--- src/rtl/b200_atr_pkg.sv ---
// Shared definitions for the B200 ATR sequencer: per-radio FSM states and
// frontend GPIO bit positions (fe_gpio is {tx_enable .. LED_TXRX_TX}, MSB first).
package b200_atr_pkg;

  typedef enum logic [2:0] {
    ST_IDLE         = 3'd0,
    ST_RX           = 3'd1,
    ST_TX_ON_GUARD  = 3'd2,
    ST_TX           = 3'd3,
    ST_TX_OFF_GUARD = 3'd4
  } atr_state_t;

  localparam int FE_TX_ENABLE   = 7;
  localparam int FE_SFDX_RX     = 6;
  localparam int FE_SFDX_TX     = 5;
  localparam int FE_SRX_RX      = 4;
  localparam int FE_SRX_TX      = 3;
  localparam int FE_LED_RX      = 2;
  localparam int FE_LED_TXRX_RX = 1;
  localparam int FE_LED_TXRX_TX = 0;

  localparam logic [7:0] FE_LED_MASK = 8'h07;

  function automatic logic is_tx_path(input atr_state_t s);
    return (s == ST_TX_ON_GUARD) || (s == ST_TX) || (s == ST_TX_OFF_GUARD);
  endfunction

endpackage

--- src/rtl/b200_atr_chan_fsm.sv ---
// One radio's ATR sequencer: state machine, guard counter and next-cycle GPIO decode.
// LED bits are driven only when B200_ATR_LED_EN is defined; otherwise they read 0.
module b200_atr_chan_fsm
  import b200_atr_pkg::*;
#(
  parameter int GUARD_W = 8
) (
  input  logic               radio_clk,
  input  logic               radio_rst_n,
  input  logic               atr_rx,
  input  logic               atr_tx,
  input  logic               rx_ant_sel,
  input  logic [GUARD_W-1:0] guard_cycles,
  output logic [7:0]         gpio_nxt,
  output logic               pa_nxt
);

  atr_state_t         state_p0;
  logic [GUARD_W-1:0] cnt_p0;

  function automatic logic [7:0] decode_gpio(input atr_state_t s, input logic rx,
                                             input logic ant);
    logic [7:0] g;
    g = 8'h00;
    if (s == ST_RX) begin
      if (ant) begin
        g[FE_SFDX_RX]     = 1'b1;
        g[FE_LED_TXRX_RX] = 1'b1;
      end else begin
        g[FE_SRX_RX] = 1'b1;
        g[FE_LED_RX] = 1'b1;
      end
    end else if (is_tx_path(s)) begin
      g[FE_SFDX_TX]     = 1'b1;
      g[FE_LED_TXRX_TX] = 1'b1;
      g[FE_TX_ENABLE]   = (s == ST_TX);
      // Full duplex keeps the receiver on the RX2 port while transmitting.
      if (rx) begin
        g[FE_SRX_RX] = 1'b1;
        g[FE_LED_RX] = 1'b1;
      end
    end
`ifdef B200_ATR_LED_EN
    return g;
`else
    return g & ~FE_LED_MASK;
`endif
  endfunction

  // Stage p0: state and guard counter
  always_ff @(posedge radio_clk) begin
    if (!radio_rst_n) begin
      state_p0 <= ST_IDLE;
      cnt_p0   <= '0;
    end else begin
      case (state_p0)
        ST_IDLE, ST_RX: begin
          if (atr_tx) begin
            state_p0 <= ST_TX_ON_GUARD;
            cnt_p0   <= guard_cycles;
          end else begin
            state_p0 <= atr_rx ? ST_RX : ST_IDLE;
          end
        end
        ST_TX_ON_GUARD: begin
          if (!atr_tx)             state_p0 <= atr_rx ? ST_RX : ST_IDLE;
          else if (cnt_p0 == '0)   state_p0 <= ST_TX;
          else                     cnt_p0   <= cnt_p0 - 1'b1;
        end
        ST_TX: begin
          if (!atr_tx) begin
            state_p0 <= ST_TX_OFF_GUARD;
            cnt_p0   <= guard_cycles;
          end
        end
        ST_TX_OFF_GUARD: begin
          // A re-request skips the rest of the off-guard; switches never left TX.
          if (atr_tx)              state_p0 <= ST_TX;
          else if (cnt_p0 == '0)   state_p0 <= atr_rx ? ST_RX : ST_IDLE;
          else                     cnt_p0   <= cnt_p0 - 1'b1;
        end
        default: begin
          state_p0 <= ST_IDLE;
          cnt_p0   <= '0;
        end
      endcase
    end
  end

  always_comb begin
    gpio_nxt = decode_gpio(state_p0, atr_rx, rx_ant_sel);
    pa_nxt   = (state_p0 == ST_TX);
  end

endmodule

--- src/rtl/b200_atr_seq.sv ---
// B200 ATR sequencer top: two per-radio FSMs, frontend swap and registered outputs.
// Optional macro B200_ATR_LED_EN enables the frontend LED bits.
module b200_atr_seq
  import b200_atr_pkg::*;
#(
  parameter int GUARD_W = 8
) (
  input  logic               radio_clk,
  input  logic               radio_rst_n,
  input  logic [1:0]         atr_rx,
  input  logic [1:0]         atr_tx,
  input  logic [1:0]         rx_ant_sel,
  input  logic [GUARD_W-1:0] guard_cycles,
  input  logic               swap_atr_n,
  output logic [7:0]         fe0_gpio,
  output logic [7:0]         fe1_gpio,
  output logic [1:0]         pa_on
);

  logic [7:0] gpio_nxt [2];
  logic [1:0] pa_nxt;
  logic [7:0] fe0_gpio_p1;
  logic [7:0] fe1_gpio_p1;
  logic [1:0] pa_on_p1;

  for (genvar r = 0; r < 2; r++) begin : g_chan
    b200_atr_chan_fsm #(
      .GUARD_W (GUARD_W)
    ) u_chan (
      .radio_clk    (radio_clk),
      .radio_rst_n  (radio_rst_n),
      .atr_rx       (atr_rx[r]),
      .atr_tx       (atr_tx[r]),
      .rx_ant_sel   (rx_ant_sel[r]),
      .guard_cycles (guard_cycles),
      .gpio_nxt     (gpio_nxt[r]),
      .pa_nxt       (pa_nxt[r])
    );
  end

  // Stage p1: frontend routing and output registers; swap only re-routes, FSMs unaffected
  always_ff @(posedge radio_clk) begin
    if (!radio_rst_n) begin
      fe0_gpio_p1 <= 8'h00;
      fe1_gpio_p1 <= 8'h00;
      pa_on_p1    <= 2'b00;
    end else begin
      fe0_gpio_p1 <= swap_atr_n ? gpio_nxt[1] : gpio_nxt[0];
      fe1_gpio_p1 <= swap_atr_n ? gpio_nxt[0] : gpio_nxt[1];
      pa_on_p1    <= pa_nxt;
    end
  end

  assign fe0_gpio = fe0_gpio_p1;
  assign fe1_gpio = fe1_gpio_p1;
  assign pa_on    = pa_on_p1;

endmodule

--- config.mk ---
export PLATFORM = sky130hd
export DESIGN_NAME = b200_atr_seq
export DESIGN_NICKNAME = d
export VERILOG_FILES = /design/src/rtl/b200_atr_pkg.sv /design/src/rtl/b200_atr_chan_fsm.sv /design/src/rtl/b200_atr_seq.sv
export SDC_FILE = /design/constraint.sdc
export NUM_CORES = 1
export LEC_CHECK = 0
export CORE_UTILIZATION = 56
export DETAILED_ROUTE_END_ITERATION = 10
export PLACE_DENSITY = 0.85
export SYNTH_ARGS = -nofsm -noshare
export SYNTH_HDL_FRONTEND = slang
export SYNTH_SLANG_ARGS = --single-unit
--- constraint.sdc ---
create_clock -name radio_clk -period 2.6 [get_ports radio_clk]
set_input_delay 0.39 -clock radio_clk [delete_from_list [all_inputs] [get_ports radio_clk]]
set_output_delay 0.39 -clock radio_clk [all_outputs]
set_load 0.005 [all_outputs]
* Yosys cells after proc, flatten, opt, wreduce, memory -nomap -nowiden
Index checks and enable logic that the tools add are counted.
Storage, ports and cells: bits in registers 40, output and inout bits 18
Cells by class: add/sub/neg operators 2, equality and inequality tests 20, muxes and demuxes 48, reductions and logical operators 14
Operator list (count):
- 2-to-1 mux 8 bit | 12
- one-hot mux 8 bit (4 select lines) | 2
- 2-to-1 mux 3 bit | 12
- one-hot mux 3 bit (4 select lines) | 2
- 2-to-1 mux 1 bit | 18
- logical NOT 8 bit | 2
- != test 2 bit, second input constant | 8
- subtractor 8 x 1 -> 8 bit, second input constant | 2
- == test 3 x 2 -> 1 bit, second input constant | 4
- != test 3 x 2 -> 1 bit, second input constant | 4
- AND reduction 4 bit | 2
- == test 3 x 1 -> 1 bit, second input constant | 2
- == test 3 bit, second input constant | 2
- logical NOT 3 bit | 2
- AND reduction 3 bit | 2
- logical OR 1 bit | 4
- 2-to-1 mux 2 bit | 2
- OR reduction 2 bit | 2

* Longest topological paths before layout
Gate-level depths: netlist of run 1.
depth after elaboration 6, gate-level depth with buffers 7, gate-level depth less buffers 7

* Hierarchy
Synthesis of run 1 repeated with hierarchy kept, for this count alone.
Second synthesis, totals: cell total of the unflattened synthesis 277, area, all modules 2509.9 um^2
By module, submodules not included:
- b200_atr_chan_fsm | instances 2, cells an instance 111, area each 920.9 um^2
- b200_atr_seq | instances 1, cells an instance 55, area each 668.1 um^2

* Worst setup path before layout of run 1
OpenSTA, ideal clock, no wires.
path kind input-to-reg, start input port atr_tx[0], end register g_chan[0].u_chan.cnt_p0[1], setup time 0.092 ns, arrival 1.506 ns, required time 2.508 ns, setup slack 1.002 ns, stages on the path 6, path buffers 1, path through clkbuf_1 -> nor2b_1 -> o21a_1 -> a311oi_2 -> nand2_2 -> o32ai_1
On the way: longest elaborated chain between the ends 2
RTL lines:
- from (decl) | line b200_atr_seq.sv:11 | input logic [1:0] atr_tx,
- != test 2 bit (no line)
- AND reduction 4 bit (no line) (*)
- to (signal assigned) | line b200_atr_chan_fsm.sv:60 | cnt_p0 <= guard_cycles;
- to (signal assigned) | line b200_atr_chan_fsm.sv:68 | else cnt_p0 <= cnt_p0 - 1'b1;
- to (signal assigned) | line b200_atr_chan_fsm.sv:73 | cnt_p0 <= guard_cycles;
- to (decl) | line b200_atr_chan_fsm.sv:19 | logic [GUARD_W-1:0] cnt_p0;
Every way passes the cells marked *; elsewhere a longest branch is shown, timed or not. A chain may end at the register's enable or synchronous reset.

* Worst setup path after layout of run 1
start register g_chan[0].u_chan.cnt_p0[2], end register g_chan[0].u_chan.cnt_p0[3]
On the way: longest elaborated chain between the ends 4
RTL lines:
- subtractor 8 x 1 -> 8 bit or logical NOT 8 bit (tied branches)
- 2-to-1 mux 8 bit (*) | line b200_atr_chan_fsm.sv:67, b200_atr_chan_fsm.sv:79
- 2-to-1 mux 8 bit (on tied branches) | line b200_atr_chan_fsm.sv:78, b200_atr_chan_fsm.sv:66
- one-hot mux 8 bit (4 select lines) (*) | line b200_atr_chan_fsm.sv:56 | case (state_p0)
Every way passes the cells marked *; elsewhere a longest branch is shown, timed or not. The select of a mux whose other input is x is not followed.

==> reports/results.ini, run 1 <==
[run_status]
status=complete, no violations

[clock_tree]
cts-buffers-inserted=5
cts-root-buf=clkbuf_4
clkTransAtPathRegs_ns=0.11
cts-htree-levels=2
postCtsSetupBuffers=0
clock_path_buffers=2
cts_resized=0
hold_buffers=0
worstSkewPairLatency_ns=0.35
cts_tree=done
clkSinkCount=32

[place]
dp_cells=297
place_area_um2=2147
hpwl_um=3128
gp_congestion=0.8535
io_buffers=26

[critical_path]
slowest_stage=o21ai_1
critPathCaptureType=flop
start_kind=flop
crit_chain=nor4_4 > nand3_2 > nor3b_1 > o21ai_1 > o22ai_1
worst-path-buf-inv=0
required_ns=2.82
crit_type=flop to flop
arrival_ns=2.05
r2r-end=g_chan[0].u_chan.cnt_p0[3]$_SDFFE_PN0P_
rrSetupSlack_ns=0.78
path_depth=5
slowest_delay_ns=0.43
reg2reg_depth=5
r2r-start=g_chan[0].u_chan.cnt_p0[2]$_SDFFE_PN0P_
cp-startpoint=g_chan[0].u_chan.cnt_p0[2]$_SDFFE_PN0P_
crit_path_end=g_chan[0].u_chan.cnt_p0[3]$_SDFFE_PN0P_
cp_top_family=simple AND/OR/NAND/NOR gates
path_max_fanout=7

[sta]
tightest_slew_ns=0.6799
slew_headroom_pct=54.67
min_period_ns=1.824
drv_slew=0
hold_violations=0
fin_setup_tns_ns=0
fin_crit_sh_pct=70.16
grt_setup_unrepaired=no
whs_ns=0.5001
fmax_mhz=548.2
final-setup-viol-count=0
clock_skew_ns=0.01661

[grt]
overflow=0
grt_max_degree=16
grt_pass1_wl_um=6768
antenna_found_initial=0
grt_use_total_pct=25.25
grt_pass1_vias=1525

[pwr]
p_sw_share_pct=33.12
p_clk_share_pct=24.4
p_seq_share_pct=46.4
pwr_density_cell_nw_per_um2=567.2
netSwitchingPower_w=0.0004149
ir_drop_uv=423.4
p_int_w=0.0008377
combPwrFrac_pct=29.2
p_leak_nw=0.8715

[floorplanning]
start_util_pct=60.44
core_area_um2=3128
ioPinCount=35
die_w_um=60.11
die_height_um=60.11
row_count=20
die-area_um2=3613

[synth]
synth_top_flop_cell=dfxtp_1
syn_avg_cell_area_um2=7.944
synth_edf_count=0
synth_top_area_share_pct=33.88
yosys_warnings=0
synthCells=238
synth-seq-cells=32
synth_area_leaders=dfxtp_1 (34%), a22oi_1 (6.0%), nand2_1 (5.2%)
synth_seq_area_share_pct=33.88
synthDistinctLibCells=48
synth_area_um2=1891
ys_async_sr_fraction_pct=0
yosys.area.top_type=dfxtp_1

[cells_and_area]
final-seq-area_um2=640.6
layout_commonest_cell=dfxtp_1
final_cell_mix=dfxtp_1 (32), nand2_1 (26), clkdlybuf4s50_1 (26)
final_area_um2=2208
nets=281
antenna_cells=0
drive_above_1_share_pct=7.663
fillers=262
final_cells=305
multi_input_comb_area_um2=1109
area_growth_pct=16.81

[job]
cap_violations=0

[routing]
avgRoutedWirePerCell_um=13.79
ant_nets=0
drc=0
drt_first_iter_violations=184
drt_first_pass_iters=4
num_vias=1759
vias_per_cell=5.767
drt-total-wl_um=4207

[hold_path]
hold_class=flop to flop

==> metal layers <==
| layer | vias up | wire length [um] | share of wire (%) | GRT usage (%) |
|---|---|---|---|---|
| met2 | 52 | 2016 | 48 | 40.66 |
| met4 | 0 | 58 | 1.4 | 7.641 |
| met1 | 817 | 1875 | 45 | 32.37 |
| met5 | - | 0 | 0 | 0 |
| met3 | 8 | 256 | 6.1 | 7.143 |
| li1 | 882 | - | - | - |
==> worst min-delay path, cell delays in order, from the launching register on <==
cell     delay (ns)
dfxtp_1        0.35
nand2_1        0.05
o21ai_0        0.06
==> synthesized netlist by cell type, types with 2 or more instances <==
master / n
nand2b_1: 2
o211a_1: 3
nand2_1: 26
inv_1: 14
ha_1: 4
a31oi_1: 6
nor3_1: 10
o22ai_1: 6
a22oi_1: 15
o21ai_0: 11
a21oi_1: 12
and3_1: 2
xnor2_1: 7
nand3b_1: 2
dfxtp_1: 32
and2_1: 3
a32oi_1: 4
xor2_1: 4
nor2_1: 17
nand3_1: 2
buf_4: 8
nor3b_1: 3
nor2b_1: 6
a211oi_1: 3
o32ai_1: 2
clkbuf_1: 11
buf_2: 2
==> how the worst min path moves through the flow <==
stage	from	to	cells after the start
after floorplan	g_chan[1].u_chan.cnt_p0[0]$_SDFFE_PN0P_	g_chan[1].u_chan.cnt_p0[0]$_SDFFE_PN0P_	2
after global placement	g_chan[1].u_chan.cnt_p0[1]$_SDFFE_PN0P_	g_chan[1].u_chan.cnt_p0[1]$_SDFFE_PN0P_	2
after detailed placement	g_chan[1].u_chan.cnt_p0[0]$_SDFFE_PN0P_	g_chan[1].u_chan.cnt_p0[0]$_SDFFE_PN0P_	2
after CTS	g_chan[1].u_chan.cnt_p0[0]$_SDFFE_PN0P_	g_chan[1].u_chan.cnt_p0[0]$_SDFFE_PN0P_	2
after global routing	g_chan[1].u_chan.cnt_p0[0]$_SDFFE_PN0P_	g_chan[1].u_chan.cnt_p0[0]$_SDFFE_PN0P_	2
final	g_chan[1].u_chan.cnt_p0[0]$_SDFFE_PN0P_	g_chan[1].u_chan.cnt_p0[0]$_SDFFE_PN0P_	2
==> power groups by stage <==
stage,clock network (W),logic (W),registers [W]
finish,0.000306,0.000366,0.000581
global route,0.000335,0.000408,0.000588
CTS,0.000308,0.000365,0.000580
detailed placement,0,0.000361,0.000592
global placement,0,0.000354,0.000589
floorplan,0,0.000282,0.000573
==> through the flow <==
step                setup slack, ns  total power, W  utilization (%)
global route                 0.6390        0.001330            70.60
CTS                          0.7707        0.001253            70.60
global placement             0.5592       0.0009428            68.64
finish                       0.7758        0.001253            70.60
detailed placement           0.4662       0.0009527            68.64
floorplan                     1.002       0.0008549                -
==> layout make-up <==
class / count / area share (%)
clock buffer: 6 / 2.323
clock inverter: 2 / 0.4533
inverter: 14 / 2.380
multi-input combinational: 177 / 50.20
sequential: 32 / 29.01
tap: 44 / 2.493
timing repair buffer: 30 / 13.14
==> cells by family (layout without fill, tap and decap cells) <==
family | after synthesis | in the layout | synth area share [%]
fa+ha+maj | 4 | 4 | 2.647
flops | 32 | 32 | 33.88
simple gates | 83 | 83 | 23.23
buf+inv | 36 | 52 | 8.868
compound gates | 71 | 71 | 26.08
other cells | 1 | 8 | 0.1984
xor+xnor | 11 | 11 | 5.096
==> registers in the layout, summed over array words and instances (netlist names) <==
signal / cells
g_chan.u_chan.cnt_p0: 16
pa_on: 2
fe0_gpio: 4
fe1_gpio: 4
g_chan.u_chan.state_p0: 6
Power figures use the tool's default switching activity.
==> inputs of run 2 (changes only) <==
- CORE_UTILIZATION: 56 -> 47
- PLACE_DENSITY: 0.85 -> 0.76
- clock period: 2.6 -> 1.55 ns (I/O delays scaled with it)
==> reports/results.ini, run 2 (synthesized netlist as in run 1, its figures left out) <==
[critical_path]
crit_chain=nor4_4 > nand3_2 > a311oi_2 > nand2_2 > buf_4 > o22ai_1
arrival_ns=1.91  ; -0.14 ns
start_kind=flop
worst-path-buf-inv=1  ; +1
cp_top_family=simple AND/OR/NAND/NOR gates
crit_type=flop to flop
required_ns=1.77  ; -1.05 ns
path_max_fanout=6  ; -1
slowest_delay_ns=0.34  ; -0.09 ns
critPathCaptureType=flop
slowest_stage=dfxtp_2

[pwr]
fin_total_pwr_w=0.002539  ; +100%
p_leak_nw=1.135  ; +30%
ir_drop_uv=781.7  ; +85%
pwr_density_cell_nw_per_um2=931.0  ; +64%

[clock_tree]
clkTransAtPathRegs_ns=0.07  ; -0.04 ns
worstSkewPairLatency_ns=0.29  ; -0.06 ns
cts-buffers-inserted=5  ; unchanged
clkSinkCount=32  ; unchanged
cts-root-buf=clkbuf_8
clock_path_buffers=2  ; unchanged
cts-htree-levels=2  ; unchanged
cts_tree=done

[routing]
vias_per_cell=5.584  ; -3.2%
drt_first_pass_iters=4  ; unchanged
drt-total-wl_um=5199  ; +24%
ant_nets=0  ; unchanged
num_vias=1960  ; +11%
drc=0  ; unchanged
avgRoutedWirePerCell_um=14.81  ; +7.4%
drt_first_iter_violations=120  ; -35%

[floorplanning]
row_count=22  ; +10%
die_w_um=65.42  ; +8.8%
start_util_pct=50.13  ; -10 points
ioPinCount=35  ; unchanged
die-area_um2=4280  ; +18%
core_area_um2=3771  ; +21%
die_height_um=65.42  ; +8.8%

[cells_and_area]
nets=323  ; +15%
antenna_cells=0  ; unchanged
largest_register=g_chan.u_chan.cnt_p0
area_growth_pct=44.28
multi_input_comb_area_um2=1246  ; +12%
top_regs=g_chan.u_chan.cnt_p0: 16 flops, g_chan.u_chan.state_p0: 6 flops
final-seq-area_um2=646.9  ; +0.98%
fillers=279  ; +6.5%
drive_above_1_share_pct=29.37  ; +22 points
largest_reg_flops=16  ; unchanged
final_cell_mix=buf_4 (43), dfxtp_1 (27), clkdlybuf4s50_1 (25)
utilization_pct=72.33  ; +1.7 points
layout_commonest_cell=buf_4

[place]
gp_congestion=0.9016  ; +5.6%
hpwl_um=3560  ; +14%
io_buffers=26  ; unchanged

[sta]
worst_slack_ns=-0.1408  ; -0.9166 ns
fmax_mhz=591.4  ; +7.9%
min_period_ns=1.691  ; -0.1334 ns
drv_slew=0  ; unchanged
fin_crit_sh_pct=109.1  ; +39 points
hold_violations=0  ; unchanged
grt_setup_unrepaired=yes
clock_skew_ns=0.006873  ; -0.009732 ns
final-setup-viol-count=9  ; +9

[grt]
grt_pass1_vias=1851  ; +21%
antenna_found_initial=0  ; unchanged
overflow=0  ; unchanged
grt_max_degree=15  ; -1
grt_pass1_wl_um=8342  ; +23%
grt_use_total_pct=25.71  ; +0.46 points

[hold_path]
hold_class=input pin to flop

[run_status]
violations=setup timing
status=finished, violations left

[job]
cap_violations=0  ; unchanged

==> run 2: cell count changes in the layout (fill, tap and decap cells not counted), moves of 3 or more <==
cell	before	now
buf_4	4	43
clkbuf_4	5	0
clkbuf_8	1	6
dfxtp_1	32	27
dfxtp_2	0	5
nand2_1	26	22
nand2_2	1	5
o21ai_0	11	3
o21ai_1	1	6
o21ai_2	0	3
==> run 2: layout make-up <==
type                       count  share of cell area (%)
sequential                    32                   23.72
inverter                      14                   1.927
tap                           48                   2.202
timing repair buffer          72                   23.03
clock buffer                   7                   3.165
multi-input combinational    177                   45.69
clock inverter                 1                  0.2752
==> run 2: per-stage QoR <==
stage | hold WS, ns | instances | area [um^2] | TNS [ns] | setup slack, ns
after global routing | 0.4798 | 351 | 2728 | -1.566 | -0.1854
after detailed placement | 0.4908 | 337 | 2435 | -4.088 | -0.2811
after floorplan | 0.3992 | 245 | 1917 | 0 | 0.01368
after global placement | 0.4842 | 337 | 2435 | -3.800 | -0.2560
final | 0.4440 | 351 | 2728 | -0.8184 | -0.1408
after CTS | 0.5048 | 350 | 2623 | -0.3594 | -0.06321
==> run 2: power by group <==
group | total [W] | internal (W) | switching [W]
logic | 0.000901 | 0.000471 | 0.000430
clock network | 0.000680 | 0.000361 | 0.000320
registers | 0.000958 | 0.000894 | 0.0000641
==> run 2: final timing paths <==
kind,start,cells after the start,end,slack [ns]
setup / recovery,g_chan[0].u_chan.cnt_p0[5]$_SDFFE_PN0P_,6,g_chan[0].u_chan.cnt_p0[6]$_SDFFE_PN0P_,-0.14
hold / removal,atr_tx[1],3,g_chan[1].u_chan.state_p0[2]$_SDFFE_PN0P_,0.44
setup reg to reg,g_chan[0].u_chan.cnt_p0[5]$_SDFFE_PN0P_,6,g_chan[0].u_chan.cnt_p0[6]$_SDFFE_PN0P_,-0.14
hold reg to reg,g_chan[0].u_chan.cnt_p0[7]$_SDFFE_PN0P_,2,g_chan[0].u_chan.cnt_p0[7]$_SDFFE_PN0P_,0.51
==> run 2: tightest hold or removal path, cell delays in order <==
cell and delay (ns):
dlymetal6s2s_1 0.19, buf_4 0.20, a211oi_1 0.05
==> run 2: layer usage <==
| metal | track usage (%) | vias up | share of wire, % |
|---|---|---|---|
| met2 | 40.98 | 58 | 48 |
| met1 | 32.83 | 920 | 45 |
| met5 | 0 | - | 0 |
| met3 | 5.208 | 14 | 4.6 |
| li1 | - | 968 | - |
| met4 | 12.50 | 0 | 2.5 |
==> run 2: repair_timing <==
item                       CTS  global route
pin swaps                    7             7
gates resized for setup     10            34
hold buffers                 0             0
setup buffers                5             1
setup endpoints to repair   17            19
